`config.mk`:
```
export PLATFORM = sky130hd
export DESIGN_NAME = i2s_tx
export DESIGN_NICKNAME = d
export VERILOG_FILES = /design/src/rtl/i2s_tx.sv
export SDC_FILE = /design/constraint.sdc
export NUM_CORES = 1
export LEC_CHECK = 0
export ABC_CLOCK_PERIOD_IN_PS = 3890
export CORE_UTILIZATION = 60
export DETAILED_ROUTE_END_ITERATION = 8
export PLACE_DENSITY = 0.8
export SYNTH_ARGS = -nofsm -noshare
export SYNTH_HDL_FRONTEND = slang
export SYNTH_SLANG_ARGS = --single-unit
```
`constraint.sdc`:
```
create_clock -name i_clk48 -period 3.89 [get_ports i_clk48]
set_clock_uncertainty 0.05 [all_clocks]
set_input_delay 0.389 -clock i_clk48 [delete_from_list [all_inputs] [get_ports i_clk48]]
set_output_delay 0.389 -clock i_clk48 [all_outputs]
set_load 0.03 [all_outputs]
```
`src/rtl/i2s_tx.sv`:
```
// I2S transmitter: 16-bit offset-binary samples buffered in a small FIFO and sent
// as stereo frames (identical L/R words), two's complement, MSB first.
module i2s_tx #(
  parameter int unsigned DIV_HALF = 5,
  parameter int unsigned SLOTS    = 50,
  parameter int unsigned DEPTH    = 4
) (
  input  logic        i_clk48,
  input  logic        i_rst48_n,
  input  logic [15:0] i_sample,
  input  logic        i_valid,
  input  logic        i_mute,
  output logic        o_bclk,
  output logic        o_lrclk,
  output logic        o_sdata,
  output logic [2:0]  o_level,
  output logic        o_overflow,
  output logic        o_underrun
);

  localparam int unsigned DW   = $clog2(DIV_HALF);
  localparam int unsigned SW   = $clog2(2 * SLOTS);
  localparam int unsigned AW   = (DEPTH > 1) ? $clog2(DEPTH) : 1;
  localparam int unsigned LW   = $clog2(DEPTH) + 1;
  localparam int unsigned SMAX = 2 * SLOTS - 1;

  logic [DW-1:0] div_q, div_d;
  logic          bclk_q, bclk_d;
  logic          lrclk_q, lrclk_d;
  logic          sdata_q, sdata_d;
  logic [SW-1:0] slot_q, slot_d;
  logic [15:0]   word_q, word_d;
  logic [15:0]   last_q, last_d;
  logic [AW-1:0] wr_ptr_q, wr_ptr_d;
  logic [AW-1:0] rd_ptr_q, rd_ptr_d;
  logic [LW-1:0] level_q, level_d;
  logic          ovf_q, ovf_d;
  logic          und_q, und_d;

  logic [15:0]   mem_q [DEPTH];

  logic          tick;
  logic          fall;
  logic          load;
  logic          pop;
  logic          push;
  logic [SW-1:0] slot_nx;
  logic [SW-1:0] pos;
  logic [15:0]   last_src;

  // Next-state logic: divider, slot sequencing, frame load and FIFO bookkeeping.
  always_comb begin
    div_d    = div_q;
    bclk_d   = bclk_q;
    lrclk_d  = lrclk_q;
    sdata_d  = sdata_q;
    slot_d   = slot_q;
    word_d   = word_q;
    last_d   = last_q;
    wr_ptr_d = wr_ptr_q;
    rd_ptr_d = rd_ptr_q;
    level_d  = level_q;
    ovf_d    = 1'b0;
    und_d    = 1'b0;
    pos      = '0;
    last_src = last_q;

    tick    = (div_q == DW'(DIV_HALF - 1));
    fall    = tick && bclk_q;
    slot_nx = (slot_q == SW'(SMAX)) ? '0 : slot_q + SW'(1);
    load    = fall && (slot_nx == '0);
    pop     = load && (level_q != '0);
    push    = i_valid && ((level_q != LW'(DEPTH)) || pop);

    div_d  = tick ? '0 : div_q + DW'(1);
    bclk_d = tick ? ~bclk_q : bclk_q;

    if (fall) begin
      slot_d  = slot_nx;
      lrclk_d = (slot_nx >= SW'(SLOTS));
      pos     = (slot_nx >= SW'(SLOTS)) ? slot_nx - SW'(SLOTS) : slot_nx;
      // Slot 0 of each channel is the one-BCLK I2S delay; data occupies slots 1..16.
      if ((pos >= SW'(1)) && (pos <= SW'(16))) begin
        sdata_d = word_q[4'(SW'(16) - pos)];
      end else begin
        sdata_d = 1'b0;
      end
    end

    if (load) begin
      if (pop) begin
        last_src = mem_q[rd_ptr_q];
        last_d   = last_src;
        rd_ptr_d = (rd_ptr_q == AW'(DEPTH - 1)) ? '0 : rd_ptr_q + AW'(1);
      end else begin
        und_d = 1'b1;
      end
      word_d = i_mute ? 16'h0000 : {~last_src[15], last_src[14:0]};
    end

    if (push) begin
      wr_ptr_d = (wr_ptr_q == AW'(DEPTH - 1)) ? '0 : wr_ptr_q + AW'(1);
    end
    ovf_d = i_valid && !push;

    if (push && !pop) begin
      level_d = level_q + LW'(1);
    end else if (pop && !push) begin
      level_d = level_q - LW'(1);
    end
  end

  always_ff @(posedge i_clk48 or negedge i_rst48_n) begin
    if (!i_rst48_n) begin
      div_q    <= '0;
      bclk_q   <= 1'b0;
      lrclk_q  <= 1'b1;
      sdata_q  <= 1'b0;
      slot_q   <= SW'(SMAX);
      word_q   <= 16'h0000;
      last_q   <= 16'h8000;
      wr_ptr_q <= '0;
      rd_ptr_q <= '0;
      level_q  <= '0;
      ovf_q    <= 1'b0;
      und_q    <= 1'b0;
    end else begin
      div_q    <= div_d;
      bclk_q   <= bclk_d;
      lrclk_q  <= lrclk_d;
      sdata_q  <= sdata_d;
      slot_q   <= slot_d;
      word_q   <= word_d;
      last_q   <= last_d;
      wr_ptr_q <= wr_ptr_d;
      rd_ptr_q <= rd_ptr_d;
      level_q  <= level_d;
      ovf_q    <= ovf_d;
      und_q    <= und_d;
    end
  end

  // Sample storage needs no reset; occupancy is tracked by level_q and the pointers.
  always_ff @(posedge i_clk48) begin
    if (push) begin
      mem_q[wr_ptr_q] <= i_sample;
    end
  end

  assign o_bclk     = bclk_q;
  assign o_lrclk    = lrclk_q;
  assign o_sdata    = sdata_q;
  assign o_level    = 3'(level_q);
  assign o_overflow = ovf_q;
  assign o_underrun = und_q;

endmodule

```
==> summary.txt <==
Worst setup path
  • Worst path required time: 4.26 ns
  • Startpoint type of the worst setup path: flip-flop
  • Setup slack, reg-to-reg: 0.25 ns
  • Critical Setup Path Class: reg -> reg
  • Buf/Inv on CP: 1
  • R2R depth: 13
  • Worst path max stage delay: 0.64 ns
  • RR Endpoint: o_level[2]
  • CP cell instances: ha_1 -> nand4_1 -> mux2_2 -> nor2b_1 -> nor3_2 -> nand4_4 -> a31oi_2 -> ha_1 -> inv_1 -> fa_1 -> xor2_1 -> nor2_1 -> xor2_1
  • Arrival time worst endpoint: 4.02 ns
  • Worst R2R Start: slot_q[0]
  • CP Max Fanout: 10
  • Delay-heaviest family, CP: adder cells
  • CP endpoint kind: flip-flop
  • CP max stage cell: dfstp_2

Global routing
  • GRT Total Usage: 23.4%
  • First-pass GRT wire length: 16500 um
  • Vias in the first global route: 3252
  • Initial antenna violation count: 0
  • GR Overflow Total: 0
  • Pin count of the biggest net entering global routing: 55

Clock tree
  • CTS Buf Count: 17
  • Post-CTS Setup Bufs: 0
  • CTS Sinks: 118
  • Clock Path Buffers: 2
  • CTS root buf: clkbuf_8
  • # hold bufs at CTS: 1
  • Reg clk slew, reported paths: 0.06 ns
  • CTS tree: yes
  • H-tree Lvls: 4
  • Post-CTS resize count: 0
  • Clock Latency Late Sink: 0.51 ns

Floorplanning
  • DIE WIDTH: 96.9 um
  • Die ar.: 9390 um^2
  • Ports: 28
  • # rows: 34
  • Die Y: 96.9 um
  • Starting density of the core: 62.0%
  • Placeable core area: 8720 um^2

STA
  • Worst hold slack: 0.386 ns
  • Minimum clock period: 3.64 ns
  • Slew Limit Headroom: 45.6%
  • Final hold vios: 0
  • Period utilization: 93.7%
  • Setup violations, final: 0
  • Final Max Tran Viols: 0
  • Worst-Margin Slew: 0.815 ns
  • RSZ-0062 raised after global routing: false
  • Setup TNS: 0 ns
  • Achievable Freq: 274 MHz

Logic synthesis
  • Post-synth EDFFs: 64
  • Ys flop type: edfxtp_1
  • Syn_nets: 406
  • Post-synthesis mux area share: 13.0%
  • Netlist Area Pre-Place: 5410 um^2
  • Post-synthesis adder-cell area fraction: 3.15%
  • Syn avg cell area: 14.5 um^2
  • Synth Area in Compound Gates: 6.94%
  • Xor and xnor fraction of the mapped netlist area: 2.59%
  • Post-synthesis cell count: 373
  • Netlist cell types: 66
  • Synth warn: 0
  • Simple-Gate Fraction of Synth Area: 9.88%
  • Post-synthesis sequential area ratio: 60.7%
  • Flops & latches, synth: 118
  • Async SR Flop Fraction: 45.8%
  • Largest family of logic cells by synthesized area: multiplexers

Min path
  • Worst Min Path Start: i_valid
  • Hold EP: o_overflow
  • Hold-critical path depth: 3
  • HP Class: in -> reg

Placement
  • DPL Wire Length: 6270 um
  • Gpl congestion: 0.802
  • Number of port buffers: 27

Flow run
  • MaxCap Viol Count: 0

Pwr
  • PwrDens: 567 nW/um^2
  • Leak: 0.00255 uW
  • Max rail drop VDD: 0.518 mV

Layout
  • Final Util: 73.3%
  • Commonest non-fill, non-tap cells in the layout: edfxtp_1, dfrtp_1, nand2_1
  • Share of layout cells above drive strength 1: 22.5%
  • Nets@finish: 447
  • Commonest non-fill, non-tap cell in the layout: edfxtp_1
  • Number of antenna diodes: 0
  • Area delta synth->final: 18.3%

Routing
  • Vias: 3117
  • Number of routed nets with antenna violations: 0
  • Wirelength per Cell: 18.3 um
  • Final wirelength: 9820 um
  • First-pass DRT Iterations: 4
  • DRT iter0 DRCs: 151
  • Vias per inst: 5.83
  • Drt drc: 0

Status
  • Outcome: finished clean
[Yosys cell counts, drive strengths merged (2+ instances only)]
library cell  instances  area share [%]
inv                  22             1.5
nor2                 19             1.8
o221ai                2            0.32
nand3                 6             1.1
xor2                  8             1.4
a31oi                 3            0.46
dfrtp                48              22
nand2                38             2.6
a21o                  2            0.28
o22ai                 2            0.23
o21ai                20             2.1
and3                  2            0.25
mux4                 17             7.1
mux2i                18             3.3
mux2                 12             2.6
and2                  6            0.72
dfstp                 6             2.9
nor4                  3            0.35
nor3                  5            0.65
ha                   12             2.8
o31ai                 5            0.69
edfxtp               64              36
clkbuf                6            0.60
xnor2                 5             1.2
nand4                 4            0.74
and2b                 2            0.32
buf                  10             1.6
nand4bb               2            0.72
a21oi                 9             1.1
[power breakdown]
group	switching (uW)	internal, uW	total (uW)
clock network	565	1060	1630
logic	257	178	435
registers	69.7	1500	1570
[area by class of cell]
cell class | instances | area, um^2
clock inverters | 14 | 198
repair buffers | 38 | 350
clock buffers | 18 | 428
well taps | 108 | 135
flip-flops and latches | 118 | 3280
inverters | 22 | 82.6
multi-input cells | 217 | 1920
fillers | 536 | 2320
[routing by layer]
metal,track usage [%],wire (um),up-vias
met4,8.61,87,0
li1,-,-,1461
met1,28.6,4190,1569
met3,6.29,396,8
met5,0,0,-
met2,39.9,5150,79
[through the flow]
stage | total power [uW] | std cells | cell area [um^2] | setup slack, ns
floorplan | 1820 | 373 | 5410 | 0.526
global placement | 1980 | 502 | 5760 | 0.440
detailed placement | 2020 | 502 | 5760 | 0.307
CTS | 3660 | 535 | 6400 | 0.254
global route | 3760 | 535 | 6400 | 0.0356
finish | 3630 | 535 | 6400 | 0.245
[worst reg2reg max path, cell delays in order (launching register included)]
cell     delay [ns]
dfstp_2        0.64
ha_1           0.35
nand4_1        0.15
mux2_2         0.32
nor2b_1        0.19
nor3_2         0.26
nand4_4        0.18
a31oi_2        0.27
ha_1           0.23
inv_1          0.06
fa_1           0.37
xor2_1         0.17
nor2_1         0.13
xor2_1         0.20
[cell families (layout without fill, tap and decap cells)]
family,Yosys count,in the layout
XOR/XNOR,13,13
buffers and inverters,38,92
flip-flops,118,118
AND/OR/NAND/NOR,92,92
adder cells (fa/ha/maj),13,13
multiplexers,47,47
AO/OA/AOI/OAI,52,52
[worst max-delay path by stage]
stage,start,to,cells after the start
finish,slot_q[0],o_level[2],13
global route,slot_q[0],o_level[2],13
CTS,slot_q[0],o_level[2],13
detailed placement,slot_q[0],o_level[2],13
global placement,slot_q[0],o_sdata,12
floorplan,slot_q[1],o_level[2],13
[registers in the layout (all words and copies together), names as in the netlist]
signal      flops
div_q           3
last_q         16
mem_q          64
o_bclk          1
o_level         3
o_lrclk         1
o_overflow      1
o_sdata         1
o_underrun      1
rd_ptr_q        2
slot_q          7
word_q         16
wr_ptr_q        2
Note: power is estimated with default switching activity, not from simulation.
